## src/rtl/case2_frame_loader.sv

```systemverilog
// case2_frame_loader
// Byte-serial feeder for the case-2 alpha/beta core. One input frame per decode:
// I H rows (BPR bytes each, LSB byte first), then A alpha columns (J bytes
// each). Emits I H_row beats of J bits, then A alpha_u_col beats of J*8 bits.
// It also checks the frame length against s_tlast and counts good frames.
//
// Ports
//   clk, rst             : clock, synchronous active-high reset
//   s_tdata/s_tvalid/
//   s_tlast/s_tready     : byte input stream
//   hold                 : downstream back-pressure (takes effect one cycle late)
//   H_row*               : H row beat + valid/last pulses
//   alpha_u_col*         : alpha column beat (element j at [j*8 +: 8]) + pulses
//   frame_err            : one-cycle pulse on a length mismatch
//   frame_cnt            : good frames since reset (wraps)
//   dbg_state            : current FSM state (H_LOAD=0, A_LOAD=1, DRAIN=2)
//
// Handshake: a byte transfers on a rising edge where s_tvalid & s_tready are
// both 1. The source must hold s_tdata/s_tlast stable while s_tvalid is high
// and s_tready is low. Output beats have no ready; they are single-cycle pulses.
module case2_frame_loader #(
  parameter int J        = 14,
  parameter int I        = 7,
  parameter int A        = 2,
  parameter int ZERO_FIX = 1
) (
  input  logic             clk,
  input  logic             rst,
  input  logic [7:0]       s_tdata,
  input  logic             s_tvalid,
  input  logic             s_tlast,
  output logic             s_tready,
  input  logic             hold,
  output logic [J-1:0]     H_row,
  output logic             H_row_tvalid,
  output logic             H_row_tlast,
  output logic [J*8-1:0]   alpha_u_col,
  output logic             alpha_u_col_tvalid,
  output logic             alpha_u_col_tlast,
  output logic             frame_err,
  output logic [15:0]      frame_cnt,
  output logic [1:0]       dbg_state
);

  localparam int BPR = (J + 7) / 8;
  // The byte counter indexes both row bytes (< BPR) and column elements (< J).
  localparam int BW  = $clog2(J + 1);
  localparam int RW  = $clog2(I + 1);
  localparam int CW  = $clog2(A + 1);

  typedef enum logic [1:0] {
    H_LOAD = 2'd0,
    A_LOAD = 2'd1,
    DRAIN  = 2'd2
  } state_t;

  state_t         r_state, w_state_nx;
  logic [BW-1:0]  r_byte, w_byte_nx;
  logic [RW-1:0]  r_row, w_row_nx;
  logic [CW-1:0]  r_col, w_col_nx;
  logic [J-1:0]   r_h_asm, w_h_asm_nx;
  logic [J*8-1:0] r_a_asm, w_a_asm_nx;
  logic [J-1:0]   r_h_row, w_h_row_nx;
  logic           r_h_vld, w_h_vld_nx, r_h_last, w_h_last_nx;
  logic [J*8-1:0] r_a_col, w_a_col_nx;
  logic           r_a_vld, w_a_vld_nx, r_a_last, w_a_last_nx;
  logic           r_err, w_err_nx;
  logic [15:0]    r_cnt, w_cnt_nx;
  logic           r_tready;
  logic           w_acc;
  logic [7:0]     w_abyte;

  assign w_acc   = s_tvalid & r_tready;
  // A zero alpha would later be used as a divisor; replace it with 1.
  assign w_abyte = ((ZERO_FIX != 0) && (s_tdata == 8'd0)) ? 8'd1 : s_tdata;

  always_comb begin
    w_state_nx  = r_state;
    w_byte_nx   = r_byte;
    w_row_nx    = r_row;
    w_col_nx    = r_col;
    w_h_asm_nx  = r_h_asm;
    w_a_asm_nx  = r_a_asm;
    w_h_row_nx  = r_h_row;
    w_h_vld_nx  = 1'b0;
    w_h_last_nx = 1'b0;
    w_a_col_nx  = r_a_col;
    w_a_vld_nx  = 1'b0;
    w_a_last_nx = 1'b0;
    w_err_nx    = 1'b0;
    w_cnt_nx    = r_cnt;
    if (w_acc) begin
      case (r_state)
        H_LOAD: begin
          // Only bits below J are kept; the excess of the last row byte drops.
          for (int i = 0; i < J; i++) begin
            if ((i / 8) == int'(r_byte)) w_h_asm_nx[i] = s_tdata[i % 8];
          end
          if (s_tlast) begin
            // Any tlast during the H section is early.
            w_err_nx   = 1'b1;
            w_byte_nx  = '0;
            w_row_nx   = '0;
            w_col_nx   = '0;
            w_state_nx = H_LOAD;
          end else if (r_byte == BW'(BPR - 1)) begin
            w_h_row_nx  = w_h_asm_nx;
            w_h_vld_nx  = 1'b1;
            w_h_last_nx = (r_row == RW'(I - 1));
            w_byte_nx   = '0;
            if (r_row == RW'(I - 1)) begin
              w_row_nx   = '0;
              w_state_nx = A_LOAD;
            end else begin
              w_row_nx = r_row + 1'b1;
            end
          end else begin
            w_byte_nx = r_byte + 1'b1;
          end
        end
        A_LOAD: begin
          w_a_asm_nx[int'(r_byte)*8 +: 8] = w_abyte;
          if ((r_byte == BW'(J - 1)) && (r_col == CW'(A - 1))) begin
            // Final column is emitted whether or not tlast is on time.
            w_a_col_nx  = w_a_asm_nx;
            w_a_vld_nx  = 1'b1;
            w_a_last_nx = 1'b1;
            w_byte_nx   = '0;
            w_col_nx    = '0;
            if (s_tlast) begin
              w_cnt_nx   = r_cnt + 16'd1;
              w_state_nx = H_LOAD;
            end else begin
              w_err_nx   = 1'b1;
              w_state_nx = DRAIN;
            end
          end else if (s_tlast) begin
            // Early tlast: the partial (or just-completed) beat is dropped.
            w_err_nx   = 1'b1;
            w_byte_nx  = '0;
            w_row_nx   = '0;
            w_col_nx   = '0;
            w_state_nx = H_LOAD;
          end else if (r_byte == BW'(J - 1)) begin
            w_a_col_nx = w_a_asm_nx;
            w_a_vld_nx = 1'b1;
            w_byte_nx  = '0;
            w_col_nx   = r_col + 1'b1;
          end else begin
            w_byte_nx = r_byte + 1'b1;
          end
        end
        DRAIN: begin
          if (s_tlast) w_state_nx = H_LOAD;
        end
        default: w_state_nx = H_LOAD;
      endcase
    end
  end

  always_ff @(posedge clk) begin
    if (rst) begin
      r_state  <= H_LOAD;
      r_byte   <= '0;
      r_row    <= '0;
      r_col    <= '0;
      r_h_asm  <= '0;
      r_a_asm  <= '0;
      r_h_row  <= '0;
      r_h_vld  <= 1'b0;
      r_h_last <= 1'b0;
      r_a_col  <= '0;
      r_a_vld  <= 1'b0;
      r_a_last <= 1'b0;
      r_err    <= 1'b0;
      r_cnt    <= '0;
      r_tready <= 1'b0;
    end else begin
      r_state  <= w_state_nx;
      r_byte   <= w_byte_nx;
      r_row    <= w_row_nx;
      r_col    <= w_col_nx;
      r_h_asm  <= w_h_asm_nx;
      r_a_asm  <= w_a_asm_nx;
      r_h_row  <= w_h_row_nx;
      r_h_vld  <= w_h_vld_nx;
      r_h_last <= w_h_last_nx;
      r_a_col  <= w_a_col_nx;
      r_a_vld  <= w_a_vld_nx;
      r_a_last <= w_a_last_nx;
      r_err    <= w_err_nx;
      r_cnt    <= w_cnt_nx;
      // Registered, so hold is seen one cycle late.
      r_tready <= !hold;
    end
  end

  assign s_tready           = r_tready;
  assign H_row              = r_h_row;
  assign H_row_tvalid       = r_h_vld;
  assign H_row_tlast        = r_h_last;
  assign alpha_u_col        = r_a_col;
  assign alpha_u_col_tvalid = r_a_vld;
  assign alpha_u_col_tlast  = r_a_last;
  assign frame_err          = r_err;
  assign frame_cnt          = r_cnt;
  assign dbg_state          = r_state;

endmodule

```

## config.mk

```make
export PLATFORM = sky130hd
export DESIGN_NAME = case2_frame_loader
export DESIGN_NICKNAME = d
export VERILOG_FILES = /design/src/rtl/case2_frame_loader.sv
export SDC_FILE = /design/constraint.sdc
export NUM_CORES = 1
export LEC_CHECK = 0
export ABC_AREA = 1
export BUFFER_PORTS_ARGS = -buffer_cell sky130_fd_sc_hd__buf_2
export CORE_ASPECT_RATIO = 1.2
export CORE_MARGIN = 2
export CORE_UTILIZATION = 34
export DETAILED_ROUTE_END_ITERATION = 6
export PLACE_DENSITY = 0.58
export SLEW_MARGIN = 5
export SYNTH_ARGS = -nofsm -noshare
export SYNTH_HDL_FRONTEND = slang
export SYNTH_SLANG_ARGS = --single-unit
export TNS_END_PERCENT = 5
```

## constraint.sdc

```tcl
create_clock -name clk -period 2.1 [get_ports clk]
set_input_delay 0 -clock clk [delete_from_list [all_inputs] [get_ports clk]]
set_output_delay 0 -clock clk [all_outputs]
set_load 0.02 [all_outputs]
```

# ---- After elaboration in Yosys (flattened, before gate mapping)
# Index checks and enable logic that the tools add are counted.
dict set report op_classes {
  n_addsub 5
  eq_ne 14
  shift 2
  mux 52
  bitwise_logic 6
  reduce_logical 20
}
# cell count
set ops {}
lappend ops {{$mux 112} 3}
lappend ops {{$bwmux 112} 1}
lappend ops {{$shift 8x33->112 const A} 1}
lappend ops {{$shiftx 8x33->112} 1}
lappend ops {{$neg 7->33} 1}
lappend ops {{$mux 1} 22}
lappend ops {{$mux 2} 10}
lappend ops {{$mux 4} 5}
lappend ops {{$add 16x1->16 const B} 1}
lappend ops {{$reduce_and 4->1} 4}
lappend ops {{$mux 3} 5}
lappend ops {{$logic_not 8->1} 1}
lappend ops {{$mux 8} 1}
lappend ops {{$pmux 4 s2} 1}
lappend ops {{$ne 2x2->1 const B} 3}
lappend ops {{$ne 3x3->1 const B} 2}
lappend ops {{$pmux 2 s3} 1}
lappend ops {{$pmux 3 s2} 1}
lappend ops {{$reduce_and 2->1} 3}
lappend ops {{$not 1->1} 5}
lappend ops {{$reduce_and 5->1} 1}
lappend ops {{$reduce_or 5->1} 1}
lappend ops {{$add 4x1->4 const B} 1}
lappend ops {{$eq 2x1->1 const B} 2}
lappend ops {{21 further kinds} 22}
dict set report totals {
  ff_bits 285
  output_inout_bits 150
  elab_cells 114
}

# ---- Logic depth before layout (Yosys ltp)
# Gate-level depths: netlist (run 1).
dict set report logic_depth {
  word_depth 7
  depth_mapped 13
  mapped_depth_nobuf 12
}

# ---- Worst setup path before layout (run 1)
# No wires, ideal clock.
dict set report synth_path {
  kind {register to register}
  from {register r_byte[0]}
  to {register r_a_col[48], in the netlist alpha_u_col[48]}
  setup_ps 109
  arrival_ps 1973
  required_time_ps 1991
  setup_slack_ps 18
  path_stages_with_launch 12
  synth_period_minus_slack_ps 2082
  path_cell_list {dfxtp_1 ha_1 nand3_2 nor2_2 inv_1 ha_1 nor3_4 buf_2 buf_2 nand3_1 nand2_1 inv_1}
}
dict set report synth_via {
  elab_chain_len 6
}
# element line
set synth_rtl {}
lappend synth_rtl {{from (decl)} 58} ;# logic [BW-1:0] r_byte, w_byte_nx;
lappend synth_rtl {{from (signal assigned)} 180} ;# r_byte <= w_byte_nx;
lappend synth_rtl {{$neg 7->33} 122} ;# w_a_asm_nx[int'(r_byte)*8 +: 8] = w_abyte;
lappend synth_rtl {{$shiftx 8x33->112 or $shift 8x33->112 (tied branches)} 122}
lappend synth_rtl {{$bwmux 112} 122}
lappend synth_rtl {{$mux 112} 144} ;# end else if (r_byte == BW'(J - 1)) begin
lappend synth_rtl {{$mux 112} 137} ;# end else if (s_tlast) begin
lappend synth_rtl {{$mux 112} 123} ;# if ((r_byte == BW'(J - 1)) && (r_col == CW'(A - 1))) begin
lappend synth_rtl {{to (signal assigned)} 188} ;# r_a_col <= w_a_col_nx;
lappend synth_rtl {{to (decl)} 65} ;# logic [J*8-1:0] r_a_col, w_a_col_nx;
# Several ways; a longest one is shown, not always the timed one. The select of a mux whose other input is x is not followed.
# A chain may end at the register's enable or synchronous reset.

# ---- Worst setup path in the final report (run 1)
dict set report layout_path {
  from {register r_byte[1]}
  to {register r_a_col[99], in the netlist alpha_u_col[99]}
}
# The elaborated chain is that of the path after synthesis.

==> reports/qor.txt, run 1 <==
cell type with the highest occurrence count on the critical path: sky130_fd_sc_hd__buf_4
ordered list of cells on the worst path: inv_2 > ha_4 > nand3_4 > nor2_4 > inv_2 > ha_4 > nor3_4 > buf_4 > buf_4 > buf_4 > buf_4 > nand3_1 > nand2_1 > inv_1
Critical Path End Type: register
count of input and output buffers: 162
Largest stage delay, worst path: 320 ps
switching part of the total power: 22.65%
residual DRC count: 0
Antenna Nets Post-Route: 0
clock insertion delay at the later pin of the skew report: 560 ps
root buffer selected by CTS: sky130_fd_sc_hd__clkbuf_16
Hold Crit Class: in -> reg
Synth top area share: 42.55%
post-synthesis cell count: 2055
Via-to-Cell Ratio: 4.803
crit path launch type: register
Post-layout nets: 2287
mean post-synth cell area: 6.525 um2
combinational cell fraction of total power: 3.8%
total routing resource utilization after global routing: 19.09%
largest fanout of any net on the critical path: 4
reported leakage power: 0.008190 uW
First-pass DRT Iterations: 6
cell area after technology mapping: 0.01341 mm2
dominant cells by area after synthesis: sky130_fd_sc_hd__dfxtp_1, sky130_fd_sc_hd__nand2_1, sky130_fd_sc_hd__nor2_1
most repeated cell in the gate-level netlist after synthesis: sky130_fd_sc_hd__nand2_1
share of cells above drive strength 1: 17.38%
synthesized net count: 2075
ant diodes: 0
total congestion overflow: 0
synthesis-stage register bit count: 285
slowest stage cell on the critical path: sky130_fd_sc_hd__dfxtp_2
post-route clock period utilization: 97.91%
count of distinct cell types in the synthesized netlist: 35
clock transition at the registers of the reported paths: 60 ps
starting density of the core: 34.52%
vias in the first global route: 12230
share of power burned in the clock network: 47.6%
pin count of the biggest net entering global routing: 178
level count of the clock H-tree: 1
initial detailed-routing violation count: 1040
cell-internal power: 8671 uW
proportion of synthesized chip area in sequential cells: 42.55%
num rows: 79
Max rail drop VDD: 0.0006222 V
via count: 13530
placeable core region: 0.03885 mm2
leading register cell type out of synthesis: sky130_fd_sc_hd__dfxtp_1
TritonCTS Buffers: 31
Crit Path Category: reg -> reg
Final TNS setup: 0 ps
ratio of total power to cell area: 662.1 mW/mm2
cell type contributing the most total cell area after synthesis: sky130_fd_sc_hd__dfxtp_1
WP data required: 2560 ps
signal arrival time at the worst endpoint: 2520 ps
warnings from Yosys: 0
routed wire length: 40.89 mm
Net Sw Power: 2539 uW
half-perimeter wire length after detailed placement: 27.99 mm
number of setup violations in the final report: 0
slew at the pin with the worst max-slew slack: 861.8 ps
placer congestion estimate: 0.9414
die span in x: 185.3 um
die area: 0.04105 mm2
Post-synth EDFFs: 0
Max Clk Rate: 486.3 MHz
# clock sinks: 285
Routed WL per cell: 14.52 um
TritonCTS clock tree: yes
post-placement worst setup slack: -172.6 ps
unrepaired setup endpoints after global routing: true
share of synthesized flip-flops with an asynchronous set or reset: 0%
cell types with the highest counts after synthesis: sky130_fd_sc_hd__nand2_1, sky130_fd_sc_hd__nor2_1, sky130_fd_sc_hd__dfxtp_1
Worst Setup Slack, final: 43.80 ps
max-slew violation count: 0
outcome: finished, final reports clean
final standard cell utilization of the core: 43.58%
die height: 221.5 um
post-layout min period: 2056 ps
first-pass GRT wire length: 63.84 mm
part of the total power dissipated in sequential elements: 48.6%
maximum count of clock buffers along a single path: 3
Max Clock Skew: 9.463 ps
post-synthesis to final-layout area growth: 26.26%
number of hold violations in the final report: 0
max-capacitance violation count: 0
number of antenna violations at the first check in global routing: 0
# IOs: 163
worst slew slack as a fraction of its limit: 42.55%
[power by group through the flow]
stage	clock network (uW)	logic [uW]	registers (uW)
finish	5340	429	5440
global route	5710	472	5440
CTS	5480	412	5440
detailed placement	0	397	5560
global placement	0	394	5560
floorplan	0	257	5560
[final timing paths]
check                                 from              end  slack, ps  depth (start not counted)
worst max-delay path             r_byte[1]  alpha_u_col[99]         40                         14
worst min-delay path            s_tdata[6]   alpha_u_col[6]         60                          5
worst max register to register   r_byte[1]  alpha_u_col[99]         40                         14
worst min register to register   H_row[13]        H_row[13]        450                          2
[sequential cells by signal, summed over array words and instances (netlist names), 2 cells and up]
register and cells:
H_row 14, r_a_asm 112, r_col 2, r_byte 4, r_row 3, dbg_state 2, r_h_asm 14, frame_cnt 16
alpha_u_col 112
[layout by cell type (no fill, tap or decap), drive strengths merged, types with 2 or more instances in the layout]
master	count
nand2	492
nor2	418
dfxtp	285
buf	267
inv	263
nand3	252
o21ai	114
a21oi	66
clkbuf	56
nand4	27
dlygate4sd3	9
nor3	9
ha	7
xor2	6
xnor2	5
clkinv	5
a211oi	2
[critical path: cells and delay by family (launching register included)]
kind,cells,cell delay (ps)
fa+ha+maj,2,310
buf+inv,7,690
flops,1,320
simple gates,5,630
[metal layers]
layer | routed length (um) | up-vias | GRT usage, % | part of all wire (%)
li1 | - | 6826 | - | -
met1 | 18890 | 6264 | 25.78 | 46
met2 | 18620 | 363 | 31.26 | 46
met3 | 2076 | 72 | 2.217 | 5.1
met4 | 1306 | 0 | 6.810 | 3.2
met5 | 0 | - | 0 | 0
[cell type report]
class,count,area (um2)
clock buffer,50,927.1
clock inverter,6,61.31
multi-input combinational,1403,6387
fill,4005,21920
tap,526,658.1
sequential,285,5713
inverter,264,991.0
timing repair buffer,282,2191
[per-stage QoR]
stage | total power (uW) | hold WS (ps) | instances | instance area, um2
2_1_floorplan | 5820 | 66.69 | 2055 | 13410
3_3_place_gp | 5955 | 154.8 | 2726 | 15270
3_5_place_dp | 5960 | 161.7 | 2726 | 15270
4_1_cts | 11340 | 24.35 | 2797 | 16480
5_1_grt | 11630 | 81.42 | 2816 | 16930
6_report | 11210 | 57.35 | 2816 | 16930
[what timing repair did]
action	4_1_cts	5_1_grt
cloned	3	6
resized for setup	11	56
setup buffers	3	14
hold endpoints to repair	23	0
pin swaps	1	11
setup endpoints to repair	110	171
hold buffers	9	0
[cells by family after synthesis]
kind of cell / Yosys count / synth area share [%]
flops: 285 / 42.55
xor+xnor: 11 / 0.8585
compound gates: 185 / 7.018
fa+ha+maj: 7 / 0.6532
buf+inv: 367 / 10.85
simple gates: 1200 / 38.06
No activity file was read; power rests on OpenSTA's default activity.
==> run 2, diff against run 1 <==
- CORE_UTILIZATION: 34 -> 25
- PLACE_DENSITY: 0.58 -> 0.47
==> reports/qor.txt, run 2 (synthesis results as in run 1) <==
outcome: finished, final reports clean
placer congestion estimate: 0.8292 (-12%)
max-slew violation count: 0 (unchanged)
Antenna Nets Post-Route: 0 (unchanged)
slew at the pin with the worst max-slew slack: 910.5 ps (+48.78 ps)
pin count of the biggest net entering global routing: 178 (unchanged)
First-pass DRT Iterations: 5 (-1)
vias in the first global route: 12480 (+2.0%)
# clock sinks: 285 (unchanged)
share of cells above drive strength 1: 18.20% (+0.82 points)
crit path launch type: register
part of the total power dissipated in sequential elements: 45.8% (-2.8 points)
largest fanout of any net on the critical path: 6 (+2)
first-pass GRT wire length: 69.72 mm (+9.2%)
Min-Delay Startpoint: s_tdata[7]
share of power burned in the clock network: 50.6% (+3.0 points)
num rows: 93 (+18%)
critical register-to-register path startpoint: r_byte[1]
level count of the clock H-tree: 2 (+1)
residual DRC count: 0 (unchanged)
total congestion overflow: 0 (unchanged)
Post-layout nets: 2305 (+0.79%)
post-layout min period: 2058 ps (+1.949 ps)
signal arrival time at the worst endpoint: 2490 ps (-30 ps)
placeable core region: 0.05329 mm2 (+37%)
unrepaired setup endpoints after global routing: true
initial detailed-routing violation count: 844 (-19%)
Crit Path Category: reg -> reg
most common library cell in the layout ignoring fill and taps: sky130_fd_sc_hd__nand2_1
total routing resource utilization after global routing: 15.77% (-3.3 points)
WP data required: 2530 ps (-30 ps)
cell-internal power: 9155 uW (+5.6%)
Critical Path End Type: register
die span in x: 215.4 um (+16%)
routed wire length: 46.02 mm (+13%)
number of setup violations in the final report: 0 (unchanged)
Design Power: 11890 uW (+6.0%)
die area: 0.05551 mm2 (+35%)
Max Clk Rate: 485.9 MHz (about the same)
starting density of the core: 25.16% (-9.4 points)
TritonCTS clock tree: yes
combinational cell fraction of total power: 3.6% (-0.2 points)
# IOs: 163 (unchanged)
maximum count of clock buffers along a single path: 3 (unchanged)
post-placement worst setup slack: -143.9 ps (+28.68 ps)
worst slew slack as a fraction of its limit: 39.30% (-3.3 points)
ant diodes: 0 (unchanged)
Max Clock Skew: 15.56 ps (+6.102 ps)
post-synthesis to final-layout area growth: 31.02%
final-layout worst hold slack: 130.9 ps (+73.53 ps)
Hold Crit Class: in -> reg
Routed WL per cell: 15.24 um (+5.0%)
ratio of total power to cell area: 676.6 mW/mm2 (+2.2%)
number of hold violations in the final report: 0 (unchanged)
max-capacitance violation count: 0 (unchanged)
via count: 13450 (-0.52%)
clock transition at the registers of the reported paths: 60 ps (about the same)
reported leakage power: 0.008365 uW (+2.1%)
number of antenna violations at the first check in global routing: 0 (unchanged)
Worst Setup Slack, final: 41.85 ps (-1.949 ps)
root buffer selected by CTS: sky130_fd_sc_hd__clkbuf_16
Max rail drop VDD: 0.0004041 V (-35%)
Via-to-Cell Ratio: 4.455 (-7.2%)
Net Sw Power: 2730 uW (+7.5%)
TritonCTS Buffers: 35 (+13%)
die height: 257.7 um (+16%)
post-route clock period utilization: 98.01% (about the same)
clock insertion delay at the later pin of the skew report: 540 ps (-20 ps)
most used cells in the layout excluding fill and tap cells: sky130_fd_sc_hd__nand2_1, sky130_fd_sc_hd__nor2_1, sky130_fd_sc_hd__dfxtp_1
startpoint of the worst setup timing path: r_byte[1]
half-perimeter wire length after detailed placement: 31.70 mm (+13%)
count of input and output buffers: 162 (unchanged)
switching part of the total power: 22.97% (+0.32 points)
## run 2: cell types whose count changed in the layout (fill, tap and decap cells not counted), moves of 5 or more
cell	change
sky130_fd_sc_hd__nand3_1	-13
sky130_fd_sc_hd__o21ai_1	-5
sky130_fd_sc_hd__nand3_2	+15
sky130_fd_sc_hd__clkbuf_16	+14
sky130_fd_sc_hd__nand2_2	-11
sky130_fd_sc_hd__buf_4	+12
sky130_fd_sc_hd__buf_16	+6
sky130_fd_sc_hd__buf_12	-8
sky130_fd_sc_hd__nand2_1	+11
## run 2: path summary, 6_finish.rpt
path                endpoint  slack (ps)  depth (start not counted)
max reg2reg  alpha_u_col[73]          40                         13
min              r_a_asm[39]         130                          7
min reg2reg        H_row[13]         440                          2
max          alpha_u_col[73]          40                         13
## run 2: power groups by stage
stage	Clock (uW)	Sequential [uW]	Combinational (uW)
floorplan	0	5560	257
global placement	0	5560	400
detailed placement	0	5560	403
CTS	6220	5440	418
global route	6460	5440	477
finish	6020	5440	426
## run 2: stage by stage
stage	utilization (%)	instances	TNS (ps)	area, um2
2_1_floorplan	-	2055	0	13410
3_3_place_gp	29.34	2931	-1300	15640
3_5_place_dp	29.34	2931	-5060	15640
4_1_cts	31.85	3003	-192.0	16980
5_1_grt	32.96	3020	-2044	17570
6_report	32.96	3020	0	17570
## run 2: layer usage
metal / GRT usage, % / share of wire (%)
met1: 19.73 / 44
met2: 26.46 / 48
met4: 6.207 / 3.4
met5: 0 / 0
met3: 3.345 / 4.7
## run 2: worst max-delay path, stage by stage, from the launching register on
cell                        delay [ps]
sky130_fd_sc_hd__dfxtp_2           320
sky130_fd_sc_hd__inv_2              80
sky130_fd_sc_hd__ha_4              150
sky130_fd_sc_hd__nand3_4            80
sky130_fd_sc_hd__nor2_4            120
sky130_fd_sc_hd__inv_2              50
sky130_fd_sc_hd__ha_4              160
sky130_fd_sc_hd__nor3_4            200
sky130_fd_sc_hd__buf_12            190
sky130_fd_sc_hd__buf_16            180
sky130_fd_sc_hd__clkbuf_16         170
sky130_fd_sc_hd__nand3_1           120
sky130_fd_sc_hd__nand2_1            80
sky130_fd_sc_hd__inv_1              40
## run 2: area by class of cell
class                   instances  area [um2]
clock buffers                  50        1015
clock inverters                10       106.4
fillers                      5882       35730
inverters                     264       991.0
multi-input cells            1403        6414
flip-flops and latches        285        5712
well taps                     712       890.9
repair buffers                296        2439
## run 2: what timing repair did
item	4_1_cts	5_1_grt
hold buffers	8	0
endpoints found under the hold margin	24	0
resized for setup	15	52
pin swaps	1	34
buffers inserted	1	2
gates cloned	3	15
setup endpoints to repair	128	185
==> run 3, diff against run 2 <==
- MAX_ROUTING_LAYER: default -> met4
- REMOVE_ABC_BUFFERS: default -> 1
==> reports/qor.txt, run 3 (synthesis results as in run 1) <==
Post-layout nets: 2271 (-1.5%)
Design Power: 12360 uW (+4.0%)
initial detailed-routing violation count: 800 (-5.2%)
Max Clk Rate: 478.5 MHz (-1.5%)
most common library cell in the layout ignoring fill and taps: sky130_fd_sc_hd__nand2_1
number of setup violations in the final report: 0 (unchanged)
maximum count of clock buffers along a single path: 3 (unchanged)
Min-Delay Startpoint: s_tdata[5]
placeable core region: 0.05329 mm2 (unchanged)
die area: 0.05551 mm2 (unchanged)
die height: 257.7 um (unchanged)
die span in x: 215.4 um (unchanged)
WP data required: 2540 ps (about the same)
Worst Setup Slack, final: 10.34 ps (-31.51 ps)
First-pass DRT Iterations: 5 (unchanged)
startpoint of the worst setup timing path: r_byte[1]
post-synthesis to final-layout area growth: 28.66%
ordered list of cells on the worst path: inv_4 > ha_4 > nand3_4 > nor2_4 > inv_2 > ha_4 > nor3_4 > buf_12 > buf_12 > buf_8 > nand3_1 > nand2_1 > inv_1
post-placement worst setup slack: -132.4 ps (+11.49 ps)
non-filler cells in the finished layout: 2992 (-0.93%)
post-route clock period utilization: 99.51% (+1.5 points)
first-pass GRT wire length: 67.59 mm (-3.1%)
half-perimeter wire length after detailed placement: 29.25 mm (-7.7%)
Largest stage delay, worst path: 360 ps (+40 ps)
slew at the pin with the worst max-slew slack: 680.9 ps (-229.6 ps)
critical register-to-register path startpoint: r_byte[1]
Crit Path Category: reg -> reg
TritonCTS Buffers: 36 (+2.9%)
Max rail drop VDD: 0.0003968 V (-1.8%)
unrepaired setup endpoints after global routing: true
pin count of the biggest net entering global routing: 110 (-38%)
max-capacitance violation count: 0 (unchanged)
crit path launch type: register
level count of the clock H-tree: 2 (unchanged)
num rows: 93 (unchanged)
post-layout min period: 2090 ps (+31.51 ps)
Hold Crit Class: in -> reg
TritonCTS clock tree: yes
routed wire length: 43.32 mm (-5.9%)
clock transition at the registers of the reported paths: 50 ps (about the same)
count of input and output buffers: 162 (unchanged)
final-layout worst hold slack: 102.2 ps (-28.70 ps)
placed cell count: 2903 (-0.96%)
clock insertion delay at the later pin of the skew report: 550 ps (about the same)
most used cells in the layout excluding fill and tap cells: sky130_fd_sc_hd__nand2_1, sky130_fd_sc_hd__nor2_1, sky130_fd_sc_hd__dfxtp_1
outcome: finished, final reports clean
worst slew slack as a fraction of its limit: 54.61% (+15 points)
number of hold violations in the final report: 0 (unchanged)
placer congestion estimate: 0.8566 (+3.3%)
root buffer selected by CTS: sky130_fd_sc_hd__clkbuf_16
# IOs: 163 (unchanged)
via count: 13240 (-1.6%)
ratio of total power to cell area: 716.5 mW/mm2 (+5.9%)
residual DRC count: 0 (unchanged)
summed area of non-filler cells in the final layout: 0.01725 mm2 (-1.8%)
signal arrival time at the worst endpoint: 2520 ps (+30 ps)
total congestion overflow: 0 (unchanged)
Via-to-Cell Ratio: 4.425 (-0.67%)
number of antenna violations at the first check in global routing: 2 (+2)
Routed WL per cell: 14.48 um (-5.0%)
vias in the first global route: 12520 (+0.33%)
reg2reg setup slack: 10 ps (-30 ps)
starting density of the core: 25.16% (unchanged)
largest fanout of any net on the critical path: 12 (+6)
Antenna Nets Post-Route: 0 (unchanged)
Critical Path End Type: register
total routing resource utilization after global routing: 15.52% (-0.25 points)
max-slew violation count: 0 (unchanged)
reported leakage power: 0.008196 uW (-2.0%)
Max Clock Skew: 20.37 ps (+4.803 ps)
# clock sinks: 285 (unchanged)
Post-DP Area: 0.01544 mm2 (-1.2%)
slowest stage cell on the critical path: sky130_fd_sc_hd__dfxtp_4
share of cells above drive strength 1: 16.64% (-1.6 points)
[run 3: changes by cell type in the layout (fill, tap and decap cells not counted), moves of 4 or more]
cell and delta:
sky130_fd_sc_hd__buf_12 +6, sky130_fd_sc_hd__buf_16 -6, sky130_fd_sc_hd__buf_4 -33, sky130_fd_sc_hd__clkbuf_16 -6, sky130_fd_sc_hd__clkbuf_8 +7, sky130_fd_sc_hd__nand3_1 +8
sky130_fd_sc_hd__nand3_2 -8, sky130_fd_sc_hd__o21ai_0 +4, sky130_fd_sc_hd__o21ai_1 -5
[run 3: per-stage QoR]
| step | utilization [%] | TNS [ps] |
|---|---|---|
| 2_1_floorplan | - | -741910 |
| 3_3_place_gp | 28.98 | -2060 |
| 3_5_place_dp | 28.98 | -4751 |
| 4_1_cts | 31.58 | -15.02 |
| 5_1_grt | 32.36 | -2885 |
| 6_report | 32.37 | 0 |
[run 3: critical path: cells and delay by family, from the launching register on]
family | cells | cell delay [ps]
buf+inv | 6 | 630
flops | 1 | 360
simple gates | 5 | 680
fa+ha+maj | 2 | 300
[run 3: worst paths after layout]
path,cells past startpoint,end
worst min register to register,2,r_col[1]
worst max register to register,13,alpha_u_col[27]
worst min-delay path,5,r_a_asm[69]
worst max-delay path,13,alpha_u_col[27]
[run 3: area by class of cell]
cell class	count	area, um2
multi-input combinational	1403	6367
fill	5889	36040
clock inverter	9	131.4
sequential	285	5713
inverter	264	993.5
clock buffer	55	1104
tap	712	890.9
antenna	3	7.507
timing repair buffer	261	2043
[run 3: timing repair]
item                                    CTS  global route
gates cloned                              0             8
hold endpoints to repair                 26             0
endpoints found under the setup margin  145           200
pin swaps                                 3            13
resized for setup                        11            43
buffers inserted                          3             2
hold buffers                              9             0
[run 3: metal layers]
| layer | share of wire [%] | GRT usage (%) |
|---|---|---|
| met1 | 45 | 19.25 |
| met5 | 0 | - |
| met4 | 2.3 | 4.904 |
| met2 | 48 | 25.64 |
| met3 | 4.3 | 2.697 |
[run 3: power breakdown]
part / internal [uW] / leakage (uW) / total [uW] / switching [uW]
Clock: 3990 / 0.000611 / 6440 / 2450
Sequential: 5430 / 0.00230 / 5440 / 13.0
Combinational: 150 / 0.00529 / 479 / 329
